**src/rtl/sobel_stream.sv**
```systemverilog
// Streaming 3x3 Sobel edge filter over raster-order frames.
// Produces one registered output per interior pixel, as a saturated magnitude or a thresholded binary value.
module sobel_stream #(
    parameter int IMG_W  = 64,
    parameter int IMG_H  = 64,
    parameter int PIX_W  = 8,
    parameter int MODE   = 0,
    parameter int THRESH = 128
) (
    input  logic             clk,
    input  logic             rst,
    input  logic             in_valid,
    output logic             in_ready,
    input  logic [PIX_W-1:0] in_pixel,
    output logic             out_valid,
    input  logic             out_ready,
    output logic [PIX_W-1:0] out_pixel,
    output logic             out_last
);

    localparam int CW = $clog2(IMG_W);
    localparam int RW = $clog2(IMG_H);
    localparam int GW = PIX_W + 3;
    localparam int MW = PIX_W + 4;
    localparam logic [PIX_W-1:0] MAXPIX = '1;

    logic [CW-1:0]    colCnt_q, colCnt_d;
    logic [RW-1:0]    rowCnt_q, rowCnt_d;
    logic [PIX_W-1:0] win_q [9];
    logic [PIX_W-1:0] win_d [9];
    logic [PIX_W-1:0] winShift [9];
    logic             outValid_q, outValid_d;
    logic [PIX_W-1:0] outPix_q, outPix_d;
    logic             outLast_q, outLast_d;

    // lineBufNear holds row-1, lineBufFar holds row-2, both indexed by column
    logic [PIX_W-1:0] lineBufNear [IMG_W];
    logic [PIX_W-1:0] lineBufFar  [IMG_W];
    logic [PIX_W-1:0] aboveOne, aboveTwo;

    logic              accept, genOut, lastOut;
    logic signed [GW-1:0] gradX, gradY;
    logic [GW-1:0]     absX, absY;
    logic [MW-1:0]     magnitude;
    logic [PIX_W-1:0]  resultPix;

    function automatic logic signed [GW-1:0] zext(input logic [PIX_W-1:0] p);
        return signed'({3'b000, p});
    endfunction

    assign in_ready  = !outValid_q || out_ready;
    assign accept    = in_valid && in_ready;
    assign out_valid = outValid_q;
    assign out_pixel = outPix_q;
    assign out_last  = outLast_q;

    assign aboveOne = lineBufNear[colCnt_q];
    assign aboveTwo = lineBufFar[colCnt_q];

    // Line buffers carry no reset; stale rows never reach an output because row < 2 is never emitted.
    always_ff @(posedge clk) begin
        if (accept) begin
            lineBufFar[colCnt_q]  <= lineBufNear[colCnt_q];
            lineBufNear[colCnt_q] <= in_pixel;
        end
    end

    always_comb begin
        colCnt_d = colCnt_q;
        rowCnt_d = rowCnt_q;
        if (accept) begin
            if (colCnt_q == CW'(IMG_W - 1)) begin
                colCnt_d = '0;
                rowCnt_d = (rowCnt_q == RW'(IMG_H - 1)) ? '0 : rowCnt_q + RW'(1);
            end else begin
                colCnt_d = colCnt_q + CW'(1);
            end
        end
    end

    always_comb begin
        winShift[0] = win_q[1];
        winShift[1] = win_q[2];
        winShift[2] = aboveTwo;
        winShift[3] = win_q[4];
        winShift[4] = win_q[5];
        winShift[5] = aboveOne;
        winShift[6] = win_q[7];
        winShift[7] = win_q[8];
        winShift[8] = in_pixel;
        for (int i = 0; i < 9; i++) begin
            win_d[i] = accept ? winShift[i] : win_q[i];
        end
    end

    // Filter operates on the shifted window so the result is ready on the accepting edge.
    always_comb begin
        gradX = (zext(winShift[2]) + (zext(winShift[5]) <<< 1) + zext(winShift[8]))
              - (zext(winShift[0]) + (zext(winShift[3]) <<< 1) + zext(winShift[6]));
        gradY = (zext(winShift[6]) + (zext(winShift[7]) <<< 1) + zext(winShift[8]))
              - (zext(winShift[0]) + (zext(winShift[1]) <<< 1) + zext(winShift[2]));
        absX = gradX[GW-1] ? GW'(-gradX) : GW'(gradX);
        absY = gradY[GW-1] ? GW'(-gradY) : GW'(gradY);
        magnitude = MW'(absX) + MW'(absY);
        if (MODE == 1) begin
            resultPix = (magnitude >= MW'(THRESH)) ? MAXPIX : '0;
        end else begin
            resultPix = (magnitude > MW'(MAXPIX)) ? MAXPIX : magnitude[PIX_W-1:0];
        end
    end

    assign genOut  = accept && (rowCnt_q >= RW'(2)) && (colCnt_q >= CW'(2));
    assign lastOut = (rowCnt_q == RW'(IMG_H - 1)) && (colCnt_q == CW'(IMG_W - 1));

    always_comb begin
        outValid_d = outValid_q;
        outPix_d   = outPix_q;
        outLast_d  = outLast_q;
        if (genOut) begin
            outValid_d = 1'b1;
            outPix_d   = resultPix;
            outLast_d  = lastOut;
        end else if (out_ready) begin
            outValid_d = 1'b0;
        end
    end

    always_ff @(posedge clk or posedge rst) begin
        if (rst) begin
            colCnt_q   <= '0;
            rowCnt_q   <= '0;
            outValid_q <= 1'b0;
            outPix_q   <= '0;
            outLast_q  <= 1'b0;
            for (int i = 0; i < 9; i++) begin
                win_q[i] <= '0;
            end
        end else begin
            colCnt_q   <= colCnt_d;
            rowCnt_q   <= rowCnt_d;
            outValid_q <= outValid_d;
            outPix_q   <= outPix_d;
            outLast_q  <= outLast_d;
            for (int i = 0; i < 9; i++) begin
                win_q[i] <= win_d[i];
            end
        end
    end

endmodule

```
**config.mk**
```make
export PLATFORM = sky130hd
export DESIGN_NAME = sobel_stream
export DESIGN_NICKNAME = d
export VERILOG_FILES = /design/src/rtl/sobel_stream.sv
export SDC_FILE = /design/constraint.sdc
export NUM_CORES = 1
export LEC_CHECK = 0
export CAP_MARGIN = 20
export CORE_MARGIN = 4
export CORE_UTILIZATION = 35
export CTS_CLUSTER_DIAMETER = 30
export DETAILED_ROUTE_END_ITERATION = 12
export GPL_ROUTABILITY_DRIVEN = 0
export SLEW_MARGIN = 25
export SYNTH_ARGS = -nofsm -noshare
export SYNTH_HDL_FRONTEND = slang
export SYNTH_SLANG_ARGS = --single-unit
```
**constraint.sdc**
```tcl
create_clock -name clk -period 10 [get_ports clk]
set_input_delay 1 -clock clk [delete_from_list [all_inputs] [get_ports clk]]
set_output_delay 1 -clock clk [all_outputs]
set_load 0.005 [all_outputs]
```
==> results.py, run 1 <==
metrics = {
    "run_status": {
        "status": "finished, final reports clean",
    },
    "die": {
        "die_area_mm2": 0.137,
        "die_h_um": 370,
        "ios": 23,
        "start_util": 0.353,
        "rows": 132,
        "core_mm2": 0.130,
        "die_x_um": 370,
    },
    "cts": {
        "cts_root_buf": "clkbuf_16",
        "cts_setup_buffers": 0,
        "cts_max_path_buffers": 3,
        "insertion_delay_ps": 830,
        "clkSinkCount": 1094,
        "numCtsBuffers": 204,
        "htree_levels": 4,
        "path_clk_slew_ps": 50,
        "tritoncts": "built",
        "cts_hold_buf": 0,
        "cts_resized": 0,
    },
    "routing": {
        "drt_iter0_markers": 3514,
        "vias": 27300,
        "drtPass1Iterations": 9,
        "drc": 0,
        "ant_nets": 0,
        "viasPerCell": 5.58,
        "wl_per_cell_um": 28.6,
        "drt-total-wl_mm": 140,
    },
    "sta": {
        "report.final.setup_viol": 0,
        "timing.final.crit_share": 0.950,
        "hold_violations": 0,
        "slew_viol_final": 0,
        "worst_pin_slew_ps": 1120,
        "slew_headroom": 0.249,
        "grt_setup_unrepaired": "no",
        "fmax_mhz": 105,
        "fin_skew_ps": 98.8,
        "fin_tns_setup_ps": 0,
        "finalCriticalPeriod_ps": 9500,
    },
    "logic_synthesis": {
        "synth_cell_types": 88,
        "ys_ff_latch": 1094,
        "async_flop_share": 0.0640,
        "syn_nets": 2841,
        "synthCells": 2725,
        "seq_area_frac_synth": 0.707,
        "yosys_warnings": 0,
        "syn_area_mm2": 0.0459,
        "synth_area_per_cell_um2": 16.9,
        "synth-main-ff-cell": "edfxtp_1",
        "synth-edff-count": 1024,
    },
    "placement": {
        "post_dp_cell_area_mm2": 0.0488,
        "place_inst": 4498,
        "portBuffers": 22,
        "hpwl_mm": 86.3,
    },
    "final_layout": {
        "fin_nets": 3078,
        "area_growth_pct": 22.2,
        "design_area_mm2": 0.0561,
        "layout_common_cells": "edfxtp_1 (1024), clkbuf_16 (206), buf_4 (154), nand2_1 (142), mux2i_1 (137)",
        "num-fill-cells": 11400,
        "final_common_cell": "edfxtp_1",
        "drive_gt1_frac": 0.237,
        "fin_cells": 4884,
    },
    "setup_path": {
        "slowest_stage": "dfrtp_4",
        "cpPeakStageDelay_ps": 820,
        "path_max_fanout": 39,
        "critPathCaptureType": "register",
        "crit_type": "register to register",
        "cp-start-kind": "register",
        "worstPathArrival_ps": 10100,
        "worstPathRequired_ps": 10600,
    },
    "grt": {
        "grt_pass1_wl_mm": 200,
        "grt_max_degree": 94,
        "grt_usage": 0.203,
        "grt_pass1_vias": 27000,
        "antenna_found_initial": 2,
        "grt-ovfl-total": 0,
    },
    "job": {
        "maxCapViolations": 0,
    },
    "worst_hold_path": {
        "worstHoldPathType": "register to register",
    },
}
-- per-layer routing --
layer	part of all wire	global-route usage	vias up
met1	0.40	0.271	14000
met5	0.000093	0	-
li1	-	-	11300
met3	0.11	0.0616	362
met2	0.44	0.301	1597
met4	0.051	0.0986	2
-- Yosys cell counts, types with 8 or more instances --
library cell / count / area share
edfxtp_1: 1024 / 0.67
nand2_1: 145 / 0.012
mux2i_1: 137 / 0.030
nor2_1: 129 / 0.011
inv_1: 121 / 0.0099
mux4_2: 95 / 0.047
o21ai_0: 72 / 0.0078
dfrtp_1: 70 / 0.038
fa_1: 63 / 0.027
mux2_2: 62 / 0.015
a22oi_1: 61 / 0.010
o22ai_1: 61 / 0.0083
buf_2: 58 / 0.0063
a221oi_1: 54 / 0.010
a21oi_1: 44 / 0.0048
ha_1: 41 / 0.011
clkbuf_1: 38 / 0.0031
a22o_1: 25 / 0.0048
buf_6: 23 / 0.0056
xnor2_1: 23 / 0.0044
buf_4: 22 / 0.0036
nand3_1: 22 / 0.0024
a31oi_1: 21 / 0.0029
a221o_1: 19 / 0.0041
o211ai_1: 19 / 0.0031
xor2_1: 17 / 0.0032
o2bb2ai_1: 16 / 0.0031
nor2b_1: 15 / 0.0020
nand2b_1: 14 / 0.0019
a211oi_1: 12 / 0.0020
o21ai_1: 12 / 0.0013
nor3_1: 10 / 0.0011
a32oi_1: 9 / 0.0017
nand4_1: 9 / 0.0012
o22a_1: 9 / 0.0017
and3_1: 8 / 0.0011
or3_1: 8 / 0.0011
-- per-stage QoR --
stage                     setup WS, ps   util  hold WS [ps]
after floorplan                   2270      -           430
after global placement             837  0.375           450
after detailed placement           719  0.375           450
after CTS                          646  0.432           461
after global routing              15.5  0.432           484
final                              499  0.432           460
-- logic make-up (layout without fill, tap and decap cells) --
group                      after synthesis  count (layout)  synth area share
adders and majority gates              104             104            0.0386
and+or+nand+nor                        422             422            0.0451
xor gates and xnor gates                40              40           0.00763
DFF                                   1094            1094             0.707
other                                    0               1                 0
buffers and inverters                  273             689            0.0301
muxes                                  299             299            0.0934
AOI/OAI and AO/OA                      493             493            0.0776
-- cell type report --
cell class                      count  area (um^2)  area share
Timing Repair Buffer              181         1430      0.0254
Clock inverter                    157         2110      0.0377
Tap cell                         1742         2180      0.0388
Multi-Input combinational cell   1358        12200       0.217
Inverter                          123          464     0.00827
Sequential cell                  1094        32500       0.579
Clock buffer                      228         5250      0.0935
Antenna cell                        1         2.50   0.0000446
-- critical path, delay by kind of cell, from the launching register on --
family | cells | cell delay [ps]
compound gates | 8 | 2440
flops | 1 | 820
fa+ha+maj | 6 | 2340
simple gates | 7 | 2510
xor+xnor | 2 | 320
buf+inv | 4 | 850
-- registers in the layout (all words and copies together) (netlist names) --
| signal | cells |
|---|---|
| lineBufFar | 512 |
| out_last | 1 |
| colCnt_q | 6 |
| rowCnt_q | 6 |
| winShift | 48 |
| out_pixel | 8 |
| lineBufNear | 512 |
| out_valid | 1 |
-- path summary, 6_finish.rpt --
kind / startpoint / to / slack [ps] / cells after the start
max reg2reg: colCnt_q[1] / out_pixel[5] / 500 / 27
min in group asynchronous: rst / colCnt_q[2] / 740 / 3
max: colCnt_q[1] / out_pixel[5] / 500 / 27
min reg2reg: winShift[32] / winShift[40] / 460 / 2
max in group asynchronous: rst / colCnt_q[0] / 8690 / 3
min: winShift[32] / winShift[40] / 460 / 2
Power of run 1 is left out: the tool's default activity adds up to more than one toggle a clock period on the data nets, which glitch-free logic cannot reach.
==> inputs of run 2 (changes only) <==
Settings changed: TNS_END_PERCENT set to 1.
==> results of run 2 <==
No change in the layout: final DEF, timing and power equal those of run 1.
Power of run 2 is left out for the same reason.
